### config.mk
export PLATFORM = sky130hd
export DESIGN_NAME = audio_pwm_encoder
export DESIGN_NICKNAME = d
export VERILOG_FILES = /design/src/rtl/audio_pwm_encoder_pkg.sv /design/src/rtl/audio_pwm_period_counter.sv /design/src/rtl/audio_pwm_encoder.sv
export SDC_FILE = /design/constraint.sdc
export NUM_CORES = 1
export LEC_CHECK = 0
export BUFFER_PORTS_ARGS = -buffer_cell sky130_fd_sc_hd__buf_4
export CELL_PAD_IN_SITES_DETAIL_PLACEMENT = 1
export CELL_PAD_IN_SITES_GLOBAL_PLACEMENT = 1
export CORE_ASPECT_RATIO = 0.6
export CORE_MARGIN = 5
export CORE_UTILIZATION = 32
export DETAILED_ROUTE_END_ITERATION = 12
export PLACE_DENSITY = 0.68
export SLEW_MARGIN = 30
export SYNTH_ARGS = -nofsm -noshare
export SYNTH_HDL_FRONTEND = slang
export SYNTH_SLANG_ARGS = --single-unit
### constraint.sdc
create_clock -name clk_audio -period 2.7 [get_ports clk_audio]
set_input_delay 0.405 -clock clk_audio [delete_from_list [all_inputs] [get_ports clk_audio]]
set_output_delay 0.405 -clock clk_audio [all_outputs]
set_load 0.02 [all_outputs]
### src/rtl/audio_pwm_encoder_pkg.sv
// Shared constants and state encoding for the audio PWM encoder.
// Pure declarations; no logic, no latency, no flow control.
`ifndef AUDIO_BIT_WIDTH_VOLUME
`define AUDIO_BIT_WIDTH_VOLUME 8
`endif
`ifndef AUDIO_INITIAL_VOLUME
`define AUDIO_INITIAL_VOLUME 128
`endif
`ifndef AUDIO_PWM_RAMP_STEP
`define AUDIO_PWM_RAMP_STEP 16
`endif
`ifndef AUDIO_PWM_ST_IDLE
`define AUDIO_PWM_ST_IDLE 2'd0
`define AUDIO_PWM_ST_RAMP_UP 2'd1
`define AUDIO_PWM_ST_PLAY 2'd2
`define AUDIO_PWM_ST_RAMP_DOWN 2'd3
`endif

package audio_pwm_encoder_pkg;

  localparam int unsigned DEF_VOL_WIDTH      = `AUDIO_BIT_WIDTH_VOLUME;
  localparam int unsigned DEF_INITIAL_VOLUME = `AUDIO_INITIAL_VOLUME;
  localparam int unsigned DEF_RAMP_STEP      = `AUDIO_PWM_RAMP_STEP;

  typedef enum logic [1:0] {
    ST_IDLE      = `AUDIO_PWM_ST_IDLE,
    ST_RAMP_UP   = `AUDIO_PWM_ST_RAMP_UP,
    ST_PLAY      = `AUDIO_PWM_ST_PLAY,
    ST_RAMP_DOWN = `AUDIO_PWM_ST_RAMP_DOWN
  } pwm_state_e;

endpackage

### src/rtl/audio_pwm_period_counter.sv
// PWM period counter and per-sample period repeat counter; strobes are combinational
// from the registered counts. No backpressure: counts freely while run is high.
module audio_pwm_period_counter #(
  parameter int unsigned CNT_WIDTH          = 8,
  parameter int unsigned PERIODS_PER_SAMPLE = 1
) (
  input  logic                 clk_audio,
  input  logic                 reset,
  input  logic                 run,
  input  logic                 clear_rep,
  output logic [CNT_WIDTH-1:0] cnt,
  output logic                 period_end,
  output logic                 sample_end
);

  localparam int unsigned REP_WIDTH =
    (PERIODS_PER_SAMPLE > 1) ? $clog2(PERIODS_PER_SAMPLE) : 1;
  localparam logic [REP_WIDTH-1:0] REP_LAST = REP_WIDTH'(PERIODS_PER_SAMPLE - 1);

  logic [CNT_WIDTH-1:0] cnt_q, cnt_d;
  logic [REP_WIDTH-1:0] rep_q, rep_d;

  always_comb begin
    period_end = (cnt_q == '1);
    sample_end = period_end && (rep_q == REP_LAST);
    // Held at zero while stopped so the first period after start is full length.
    cnt_d      = run ? cnt_q + 1'b1 : '0;
    rep_d      = rep_q;
    if (clear_rep) begin
      rep_d = '0;
    end else if (run && period_end) begin
      rep_d = (rep_q == REP_LAST) ? '0 : rep_q + 1'b1;
    end
  end

  always_ff @(posedge clk_audio) begin
    if (reset) begin
      cnt_q <= '0;
      rep_q <= '0;
    end else begin
      cnt_q <= cnt_d;
      rep_q <= rep_d;
    end
  end

  assign cnt = cnt_q;

endmodule

### src/rtl/audio_pwm_encoder.sv
// Volume sample to PWM encoder with pop-free ramps and amplifier shutdown control.
// pwm is 1 cycle behind the period counter; upstream is paced by the sample_req strobe.
module audio_pwm_encoder
  import audio_pwm_encoder_pkg::*;
#(
  parameter int unsigned VOL_WIDTH          = DEF_VOL_WIDTH,
  parameter int unsigned INITIAL_VOLUME     = DEF_INITIAL_VOLUME,
  parameter int unsigned RAMP_STEP          = DEF_RAMP_STEP,
  parameter int unsigned PERIODS_PER_SAMPLE = 1
) (
  input  logic                 clk_audio,
  input  logic                 reset,
  input  logic                 enable,
  input  logic [VOL_WIDTH-1:0] vol,
  output logic                 sample_req,
  output logic                 pwm,
  output logic                 shutdown_n
);

  localparam logic [VOL_WIDTH:0] INIT_EXT = (VOL_WIDTH + 1)'(INITIAL_VOLUME);
  localparam logic [VOL_WIDTH:0] STEP_EXT = (VOL_WIDTH + 1)'(RAMP_STEP);

  pwm_state_e           state_q, state_d;
  logic [VOL_WIDTH-1:0] level_q, level_d;
  logic [VOL_WIDTH-1:0] duty_q, duty_d;
  logic                 pwm_q, pwm_d;
  logic                 shutdown_n_q, shutdown_n_d;
  logic                 sample_req_q, sample_req_d;

  logic [VOL_WIDTH-1:0] cnt;
  logic                 period_end;
  logic                 sample_end;
  logic [VOL_WIDTH:0]   level_up;
  logic [VOL_WIDTH-1:0] level_up_sat;
  logic [VOL_WIDTH:0]   level_dn;

  audio_pwm_period_counter #(
    .CNT_WIDTH          (VOL_WIDTH),
    .PERIODS_PER_SAMPLE (PERIODS_PER_SAMPLE)
  ) u_period_counter (
    .clk_audio  (clk_audio),
    .reset      (reset),
    .run        (state_q != ST_IDLE),
    .clear_rep  (state_q != ST_PLAY),
    .cnt        (cnt),
    .period_end (period_end),
    .sample_end (sample_end)
  );

  always_comb begin
    state_d      = state_q;
    level_d      = level_q;
    duty_d       = duty_q;
    shutdown_n_d = shutdown_n_q;
    sample_req_d = 1'b0;

    // One extra bit so level+step cannot wrap before the clamp.
    level_up     = {1'b0, level_q} + STEP_EXT;
    level_up_sat = (level_up >= INIT_EXT) ? INIT_EXT[VOL_WIDTH-1:0] : level_up[VOL_WIDTH-1:0];
    level_dn     = ({1'b0, level_q} > STEP_EXT) ? {1'b0, level_q} - STEP_EXT : '0;

    unique case (state_q)
      ST_IDLE: begin
        if (enable) begin
          state_d      = ST_RAMP_UP;
          shutdown_n_d = 1'b1;
          level_d      = '0;
          duty_d       = '0;
        end
      end
      ST_RAMP_UP: begin
        if (period_end) begin
          if (!enable) begin
            state_d = ST_RAMP_DOWN;
          end else begin
            level_d = level_up_sat;
            duty_d  = level_up_sat;
            if (level_up_sat == INIT_EXT[VOL_WIDTH-1:0]) state_d = ST_PLAY;
          end
        end
      end
      ST_PLAY: begin
        if (period_end) begin
          if (!enable) begin
            state_d = ST_RAMP_DOWN;
            level_d = duty_q;
          end else if (sample_end) begin
            duty_d       = vol;
            sample_req_d = 1'b1;
          end
        end
      end
      ST_RAMP_DOWN: begin
        if (period_end) begin
          if (enable) begin
            state_d = ST_RAMP_UP;
          end else if (level_q == '0) begin
            state_d      = ST_IDLE;
            shutdown_n_d = 1'b0;
          end else begin
            level_d = level_dn[VOL_WIDTH-1:0];
            duty_d  = level_dn[VOL_WIDTH-1:0];
          end
        end
      end
      default: state_d = ST_IDLE;
    endcase

    pwm_d = (state_q != ST_IDLE) && (cnt < duty_q);
  end

  always_ff @(posedge clk_audio) begin
    if (reset) begin
      state_q      <= ST_IDLE;
      level_q      <= '0;
      duty_q       <= '0;
      pwm_q        <= 1'b0;
      shutdown_n_q <= 1'b0;
      sample_req_q <= 1'b0;
    end else begin
      state_q      <= state_d;
      level_q      <= level_d;
      duty_q       <= duty_d;
      pwm_q        <= pwm_d;
      shutdown_n_q <= shutdown_n_d;
      sample_req_q <= sample_req_d;
    end
  end

  assign pwm        = pwm_q;
  assign shutdown_n = shutdown_n_q;
  assign sample_req = sample_req_q;

endmodule

Word level (Yosys, flattened, before mapping)
Cells that the tools add are included.
Word-level totals
  register bits after elaboration: 30
  word-level logic and storage cells: 85
Operators by class
  add/sub/neg operators: 4
  $lt $le $gt $ge: 3
  equality and inequality tests: 19
  muxes and demuxes: 32
  bitwise logic cells: 5
  reduce and logical (&&, ||, !) cells: 14
Operator list (number)
  8-bit 2-to-1 mux: 13
  8-bit one-hot mux with 4 select lines: 2
  2-bit inequality test (second input constant): 12
  2-bit 2-to-1 mux: 9
  8-bit == test (second input constant): 2
  8-bit by 5-bit adder with 9-bit output (second input constant): 1
  9-bit by 8-bit >= comparator with 1-bit output (second input constant): 1
  9-bit AND reduction: 1
  8-bit by 1-bit adder with 8-bit output (second input constant): 1
  8-bit by 5-bit greater-than comparator with 1-bit output (second input constant): 1
  8-bit logical NOT: 1
  8-bit less-than comparator: 1
  2-bit one-hot mux with 4 select lines: 1
  8-bit AND reduction: 1
  8-bit by 5-bit subtractor with 8-bit output (second input constant): 1
  7-bit AND reduction: 1
  1-bit 2-to-1 mux: 6
  3-bit inequality test (second input constant): 2
  1-bit inverter: 5
  5-bit AND reduction: 1
  2-bit == test (second input constant): 2
  2-bit nonzero test: 2
  2-bit OR reduction: 2
  4-bit OR reduction: 1
  other kinds (5): 7

Logic depth before layout (Yosys ltp)
Gate-level depths: netlist (run 1).
  depth after elaboration: 8
  mapped depth: 8
  depth with buffers taken out: 7

By module
Synthesis (run 1) repeated with hierarchy kept, for this count alone.
Second synthesis, totals
  cell total of the unflattened synthesis: 195
  area, all modules: 1766.7 um^2
By module, submodules not included
  audio_pwm_encoder: instances 1, cells an instance 158, area an instance 1435.1 um^2, seq. area each 420.4 um^2
  audio_pwm_period_counter: instances 1, cells an instance 37, area an instance 331.6 um^2, seq. area each 160.2 um^2

Worst setup path after synthesis (run 1)
Ideal clock, no wire load.
  path type: reg-to-reg
  start: register level_q[4]
  end: register duty_q[0]
  data arrival time: 1.797 ns
  data required time: 2.578 ns
  slack: 0.781 ns
  stages on the path, launching flop included: 7
  period minus slack after synthesis: 1.919 ns
  cells stage by stage: dfxtp_1 -> ha_1 -> and3b_1 -> mux2_4 -> or2_4 -> and3_1 -> o32a_1
On the way
  word-level cells in the longest chain between the ends: 6
  elaborated cells between the ends (all ways): 14
  classes of those cells: add/sub: 1; order compare: 2; eq/ne: 1; mux: 8; reduce/logical: 2
RTL lines
  from (decl): RTL line audio_pwm_encoder.sv:24  | logic [VOL_WIDTH-1:0] level_q, level_d;
  from (signal assigned): RTL line audio_pwm_encoder.sv:122  | level_q <= level_d;
  8-bit by 5-bit adder with 9-bit output / 8-bit by 5-bit greater-than comparator with 1-bit output (equally long branches): RTL line audio_pwm_encoder.sv:58, audio_pwm_encoder.sv:60
  9-bit by 8-bit >= comparator with 1-bit output / 8-bit 2-to-1 mux (equally long branches): RTL line audio_pwm_encoder.sv:59, audio_pwm_encoder.sv:60
  8-bit 2-to-1 mux (on tied branches): RTL line audio_pwm_encoder.sv:59, audio_pwm_encoder.sv:97
  8-bit 2-to-1 mux (on tied branches): RTL line audio_pwm_encoder.sv:73, audio_pwm_encoder.sv:95
  8-bit 2-to-1 mux (on tied branches): RTL line audio_pwm_encoder.sv:72, audio_pwm_encoder.sv:94
  8-bit one-hot mux with 4 select lines: RTL line audio_pwm_encoder.sv:62  | unique case (state_q)
  to (signal assigned): RTL line audio_pwm_encoder.sv:123  | duty_q <= duty_d;
  to (decl): RTL line audio_pwm_encoder.sv:25  | logic [VOL_WIDTH-1:0] duty_q, duty_d;
Parallel ways exist; a longest one is shown, timed or not. The select of a mux whose other input is x is not followed.
A chain may end at the register's enable or synchronous reset.

Worst setup path in the final report (run 1)
  start: register state_q[1]
  end: register level_q[0]
On the way
  word-level cells in the longest chain between the ends: 3
  elaborated cells between the ends (all ways): 14
  classes of those cells: eq/ne: 11; mux: 1; reduce/logical: 2
RTL lines
  from (decl): RTL line audio_pwm_encoder.sv:23  | pwm_state_e state_q, state_d;
  from (signal assigned): RTL line audio_pwm_encoder.sv:121  | state_q <= state_d;
  2-bit == test (tied with other cells): RTL line audio_pwm_encoder.sv:62
  2-bit inequality test (no source line)
  8-bit AND reduction (no source line)
Parallel ways exist; a longest one is shown, timed or not.

==> impl_results.md, run 1 <==
- Chip Width: 107 µm
- Max IR drop VDD: 0.389 mV
- Layout cells sized above 1: 18.9%
- Reg-to-Reg End: level_q[0]
- Nets: 238
- Tot GR Track Use: 14.9%
- Max-slew headroom: 57.4%
- Post-DP Area: 2000 µm²
- Hold endpoint: duty_q[6]
- Setup slack, reg-to-reg: 500 ps
- Min cycle time layout: 2200 ps
- Clk slew on worst S/H paths: 60 ps
- First-pass DRT Iterations: 4
- Core area: 5540 µm²
- Total gr overflow: 0
- Synth top area share: 31.8%
- Synthesized area: 1820 µm²
- Main synth FF type: dfxtp_1
- Initial antenna violation count: 0
- Critical path's slowest cell: nor2_1
- Min-delay src: vol[6]
- H-tree depth: 2
- Final setup violation count: 0
- Max-slew violations: 0
- Placer congestion estimate: 0.822
- Clock root cell: clkbuf_8
- Util after Layout: 37.5%
- R2R depth: 7
- Post-cts repair resize count: 0
- WL/cell: 16.9 µm
- Worst Hold Slack: 412 ps
- Vias in the first global route: 1522
- Starting density of the core: 32.9%
- Cts hold-fix bufs: 0
- First-pass GRT wire length: 8220 µm
- Total clock sinks: 29
- FF-to-FF Start: state_q[1]
- Final wirelength: 4920 µm
- Final ANT Viol Nets: 0
- Worst hold stages: 3
- Tot Pwr: 1.61 mW
- Critical path fanouts, max: 6
- Rows: 21
- Tightest Hold Check Type: primary input to register
- PortBufs: 13
- Warnings from Yosys: 0
- Pleak: 0.838 nW
- Flop and latch count out of synthesis: 29
- Clk_lat worst skew: 280 ps
- Top cells by area, synth: dfxtp_1 (32%), ha_1 (11%), and3_1 (3.8%)
- Yosys cell types: 58
- CTS buffer count: 5
- Clk buf depth: 2
- Critical path type: register to register
- TNS Setup: 0 ps
- WP data arrival: 2430 ps
- Vias: 1496
- EDFF count, synth: 0
- I/O pins: 14
- Critical path, cell by cell: inv_1, ha_1, mux2_4, a41oi_2, nand4_2, nor2_1, a22o_1
- Drt via density: 5.12
- Die Ht: 68.5 µm
- F_max: 0.454 GHz
- Synth area leader: dfxtp_1
- Area grow syn2layout: 14.1%
- Die area: 7360 µm²
- Starting DRT DRC Count: 86
- Status: completed
- Hold Fails Final Rpt: 0
- Cells after synthesis: 195
- # DRC: 0
- Sequential element share of the synthesized area: 31.8%
- Fin crit share: 81.5%
- Final Cell Area: 2080 µm²
- Clock skew: 2.36 ps
- ANT cells: 0
- Post CTS Setup Buffer Count: 0
- MaxCap Viol Count: 0
- Unrepaired setup endpoints after global routing: false
- Largest net degree at the start of global routing: 17
- PwrDens: 775 nW/µm²
- Hpwl dp: 3770 µm
- Crit path largest cell delay: 390 ps
- Mapped Nets: 222
- Syn_area_per_cell: 9.36 µm²
- Worst Path Required: 2930 ps
- Worst-Margin Slew: 639 ps
- Setup crit end kind: register
- CTS tree: done
- CP Launch Type: register
- Asr flop ratio synth: 0%
how the worst max path moves through the flow:
stage                    start         end  slack (ps)
floorplan           level_q[4]   duty_q[0]         780
global placement    state_q[1]  level_q[0]         580
detailed placement  state_q[1]  level_q[0]         550
CTS                 state_q[1]  level_q[0]         540
global route        state_q[1]  level_q[2]         340
finish              state_q[1]  level_q[0]         500
metrics by stage:
stage                     setup WS [ps]  std cells
after floorplan                     781        195
after global placement              579        284
after detailed placement            552        284
after CTS                           538        292
after global routing                343        292
final                               499        292
final cells by class:
class / instances / area (µm²)
Tap cell: 80 / 100
Timing Repair Buffer: 17 / 128
Inverter: 14 / 52.6
Sequential cell: 29 / 581
Multi-Input combinational cell: 144 / 1140
Fill cell: 662 / 3460
Clock inverter: 2 / 10.0
Clock buffer: 6 / 72.6
Yosys cell counts (2+ instances only):
cell type  instances
clkbuf_1           4
dfxtp_1           29
a22oi_1            2
nand2b_1           5
nand2_1            7
nor2_1            14
inv_1             14
nand3_1            8
a222oi_1           2
a41oi_2            2
mux2_4             2
nor4_1             2
a22o_1             4
xnor2_1            3
nand3b_1           2
o21ai_0            2
buf_6              3
nor2_2             2
a21oi_1            6
o22a_1             2
xor2_1             4
nand4_1            3
o31ai_1            2
mux2i_1            2
a21o_1             5
and3_1            11
ha_1              16
o32a_1             4
nor3_1             4
cells in the final DEF, fill, tap and decap left out, drive strengths merged, types with 2 or more instances in the layout:
master and instances:
nor4 3, nor2 16, a21oi 6, a21o 5, ha 16, o32a 4
a211oi 2, a41oi 2, a22oi 2, clkbuf 6, nor3 4, nand2b 5
xor2 4, nand3b 2, a311oi 2, a22o 4, a222oi 2, mux2i 2
nand4 4, buf 17, mux2 4, xnor2 3, o31ai 3, clkinv 2
nand3 8, dfxtp 29, or2 2, and3 12, inv 14, o21ai 3
o22a 2, nand2 7
kinds of logic (layout without fill, tap and decap cells):
| family | count (synthesis) | after routing | share of synthesized area (%) |
|---|---|---|---|
| adder cells (fa/ha/maj) | 16 | 16 | 11.0 |
| buffers and inverters | 22 | 39 | 5.83 |
| flip-flops | 29 | 29 | 31.8 |
| AO/OA/AOI/OAI | 45 | 45 | 21.5 |
| XOR/XNOR | 7 | 7 | 3.36 |
| AND/OR/NAND/NOR | 70 | 70 | 22.6 |
| multiplexers | 6 | 6 | 3.98 |
registers in the layout (all words and copies together), names as in the netlist:
register / cells
u_period_counter.cnt: 8
pwm: 1
sample_req: 1
duty_q: 8
shutdown_n: 1
state_q: 2
level_q: 8
metal layers:
metal	up-vias	GRT usage, %	share of wire, %	wire, µm
li1	756	-	-	-
met1	712	22.5	59	2890
met2	24	19.9	36	1790
met3	4	3.86	3.9	193
met4	0	4.72	1.1	54
met5	-	0	0	0
report_power, final:
group | internal [mW] | total (mW) | switching, mW
Combinational | 0.286 | 0.717 | 0.431
Clock | 0.178 | 0.354 | 0.176
Sequential | 0.490 | 0.541 | 0.0510
worst max-delay path, delay by kind of cell (launching register included):
family,cells,cell delay [ps]
AND/OR/NAND/NOR,2,670
multiplexers,1,310
buffers and inverters,1,80
adder cells (fa/ha/maj),1,270
AO/OA/AOI/OAI,2,440
flip-flops,1,380
No activity file was read; power rests on OpenSTA's default activity.
==> run 2, diff against run 1 <==
PLACE_DENSITY = 0.7   (was 0.68)
clock period = 1.78 ns   (was 2.7 ns; I/O delays follow)
==> run 2 against run 1 <==
  * Final cell count increased by 16%
  * Hold slack got worse by 140 ps
  * Global-route usage increased by 1.7 points
  * Setup slack got worse by 600 ps
  * Cell area increased by 28%
  * Maximum frequency increased by 17%
  * Die area unchanged
  * Via count increased by 15%
  * The flow now finishes with violations (negative setup slack)
  * Clock power increased by 54%
  * Sequential power increased by 56%
  * Sequential cell count unchanged
  * Largest power group unchanged
  * Clock skew increased by 4.9 ps
==> impl_results.md, run 2 (synthesis results as in run 1) <==
- Status: finished, violations left
- Failing checks: negative setup slack
- Seq pwr share: 28.3%
- Critical path fanouts, max: 5
- Pre-CTS setup slack: -139 ps
- Clk slew on worst S/H paths: 70 ps
- Max IR drop VDD: 0.475 mV
- Clk_lat worst skew: 280 ps
- Final ANT Viol Nets: 0
- CP Launch Type: register
- Max-slew headroom: 71.4%
- Fin crit share: 106%
- TNS Setup: -573 ps
- Hpwl dp: 4370 µm
- Switching power: 1.17 mW
- CTS buffer count: 5
- Commonest cells after routing, fill and taps aside: buf_4 (62), dfxtp_1 (22), nor2_1 (13)
- Placer congestion estimate: 0.834
- Reg-to-Reg End: duty_q[3]
- Final setup violation count: 14
- Total gr overflow: 0
- Critical path type: register to register
- First-pass DRT Iterations: 6
- I/O pins: 14
- Clk buf depth: 2
- ANT cells: 0
- Clock power frac: 18.3%
- Starting density of the core: 32.9%
- Setup crit end kind: register
- R2R depth: 7
- Core area: 5540 µm²
- Worst-Margin Slew: 429 ps
- Die Ht: 68.5 µm
- # DRC: 0
- Max-slew violations: 0
- Min-delay src: vol[6]
- Net switching fraction of the power: 39.2%
- Tot GR Track Use: 16.5%
- Hold Fails Final Rpt: 0
- Largest net degree at the start of global routing: 15
- Pleak: 1.11 nW
- Min cycle time layout: 1880 ps
- CTS tree: done
- Pint: 1.81 mW
- Area grow syn2layout: 45.5%
- Worst hold stages: 3
- # fillers: 639
- Final wirelength: 5760 µm
- Unrepaired setup endpoints after global routing: true
- Total clock sinks: 29
- Worst Path Required: 1940 ps
- FF-to-FF Start: state_q[1]
- Comb pwr share: 53.4%
- PortBufs: 13
- Clock root cell: clkbuf_8
- Starting DRT DRC Count: 82
- Die area: 7360 µm²
- Setup WS post-layout: -103 ps
- Clock skew: 7.31 ps
- Nets: 285
- Vias: 1721
- Setup slack, reg-to-reg: -100 ps
- MaxCap Viol Count: 0
- Rows: 21
- PwrDens: 1120 nW/µm²
- H-tree depth: 2
- WP data arrival: 2050 ps
- Layout cells sized above 1: 45.2%
- First-pass GRT wire length: 9360 µm
- F_max: 0.531 GHz
- Most common cell after layout, fill and taps aside: buf_4
- Initial antenna violation count: 0
- Vias in the first global route: 1777
- Tightest Hold Check Type: primary input to register
- Chip Width: 107 µm
- Worst Setup SP: state_q[1]
- Hold endpoint: duty_q[6]
- WL/cell: 17.0 µm
- Drt via density: 5.08
## run 2: cell count changes in the layout (fill, tap and decap cells not counted), sizes merged
cell	change
buf	+47
clkbuf	-1
inv	-1
clkinvlp	+2
## run 2: power by group through the flow
stage / combinational, mW / sequential (mW) / clock (mW)
3_5_place_dp: 1.36 / 0.847 / 0
2_1_floorplan: 0.756 / 0.847 / 0
5_1_grt: 1.71 / 0.852 / 0.605
3_3_place_gp: 1.32 / 0.838 / 0
6_report: 1.59 / 0.843 / 0.544
4_1_cts: 1.49 / 0.835 / 0.559
## run 2: critical path, stage by stage, from the launching register on
cell and delay (ps):
dfxtp_2 350, inv_2 50, ha_4 160, mux2_4 290, a41oi_4 230, and4_4 290, nor2_4 50, o32a_1 350
## run 2: final cells by class
type / count / area, µm² / share of cell area [%]
inverter: 14 / 56.3 / 2.12
multi-input combinational: 144 / 1320 / 49.8
clock inverter: 3 / 17.5 / 0.660
sequential: 29 / 594 / 22.4
timing repair buffer: 64 / 497 / 18.7
clock buffer: 5 / 68.8 / 2.59
tap: 80 / 100 / 3.77
## run 2: per-stage QoR
step | cells | power [mW] | utilization (%) | area, µm² | hold WS, ps
detailed placement | 327 | 2.20 | 43.1 | 2390 | 516
global placement | 327 | 2.15 | 43.1 | 2390 | 518
global route | 339 | 3.17 | 47.9 | 2660 | 290
CTS | 337 | 2.89 | 46.2 | 2560 | 269
floorplan | 195 | 1.60 | - | 1880 | 437
finish | 339 | 2.97 | 47.9 | 2660 | 269
## run 2: repair_timing
action / 4_1_cts / 5_1_grt
hold buffers: 0 / 0
gates resized for setup: 17 / 16
setup endpoints to repair: 14 / 18
setup buffers: 2 / 2
pin swaps: 3 / 9
## run 2: per-layer routing
layer	vias to the layer above	part of all wire, %	global-route usage, %
li1	846	-	-
met4	0	0.40	2.36
met3	4	3.9	4.05
met5	-	0	0
met2	28	41	23.9
met1	843	54	25.1
## run 2: worst max-delay path by stage
stage                            to  slack [ps]  depth (start not counted)
after global placement    duty_q[0]         -60                          7
after global routing      duty_q[7]        -160                          8
final                     duty_q[3]        -100                          7
after CTS                 duty_q[3]         -90                          7
after detailed placement  duty_q[3]        -140                          7
after floorplan           duty_q[0]         -10                          7
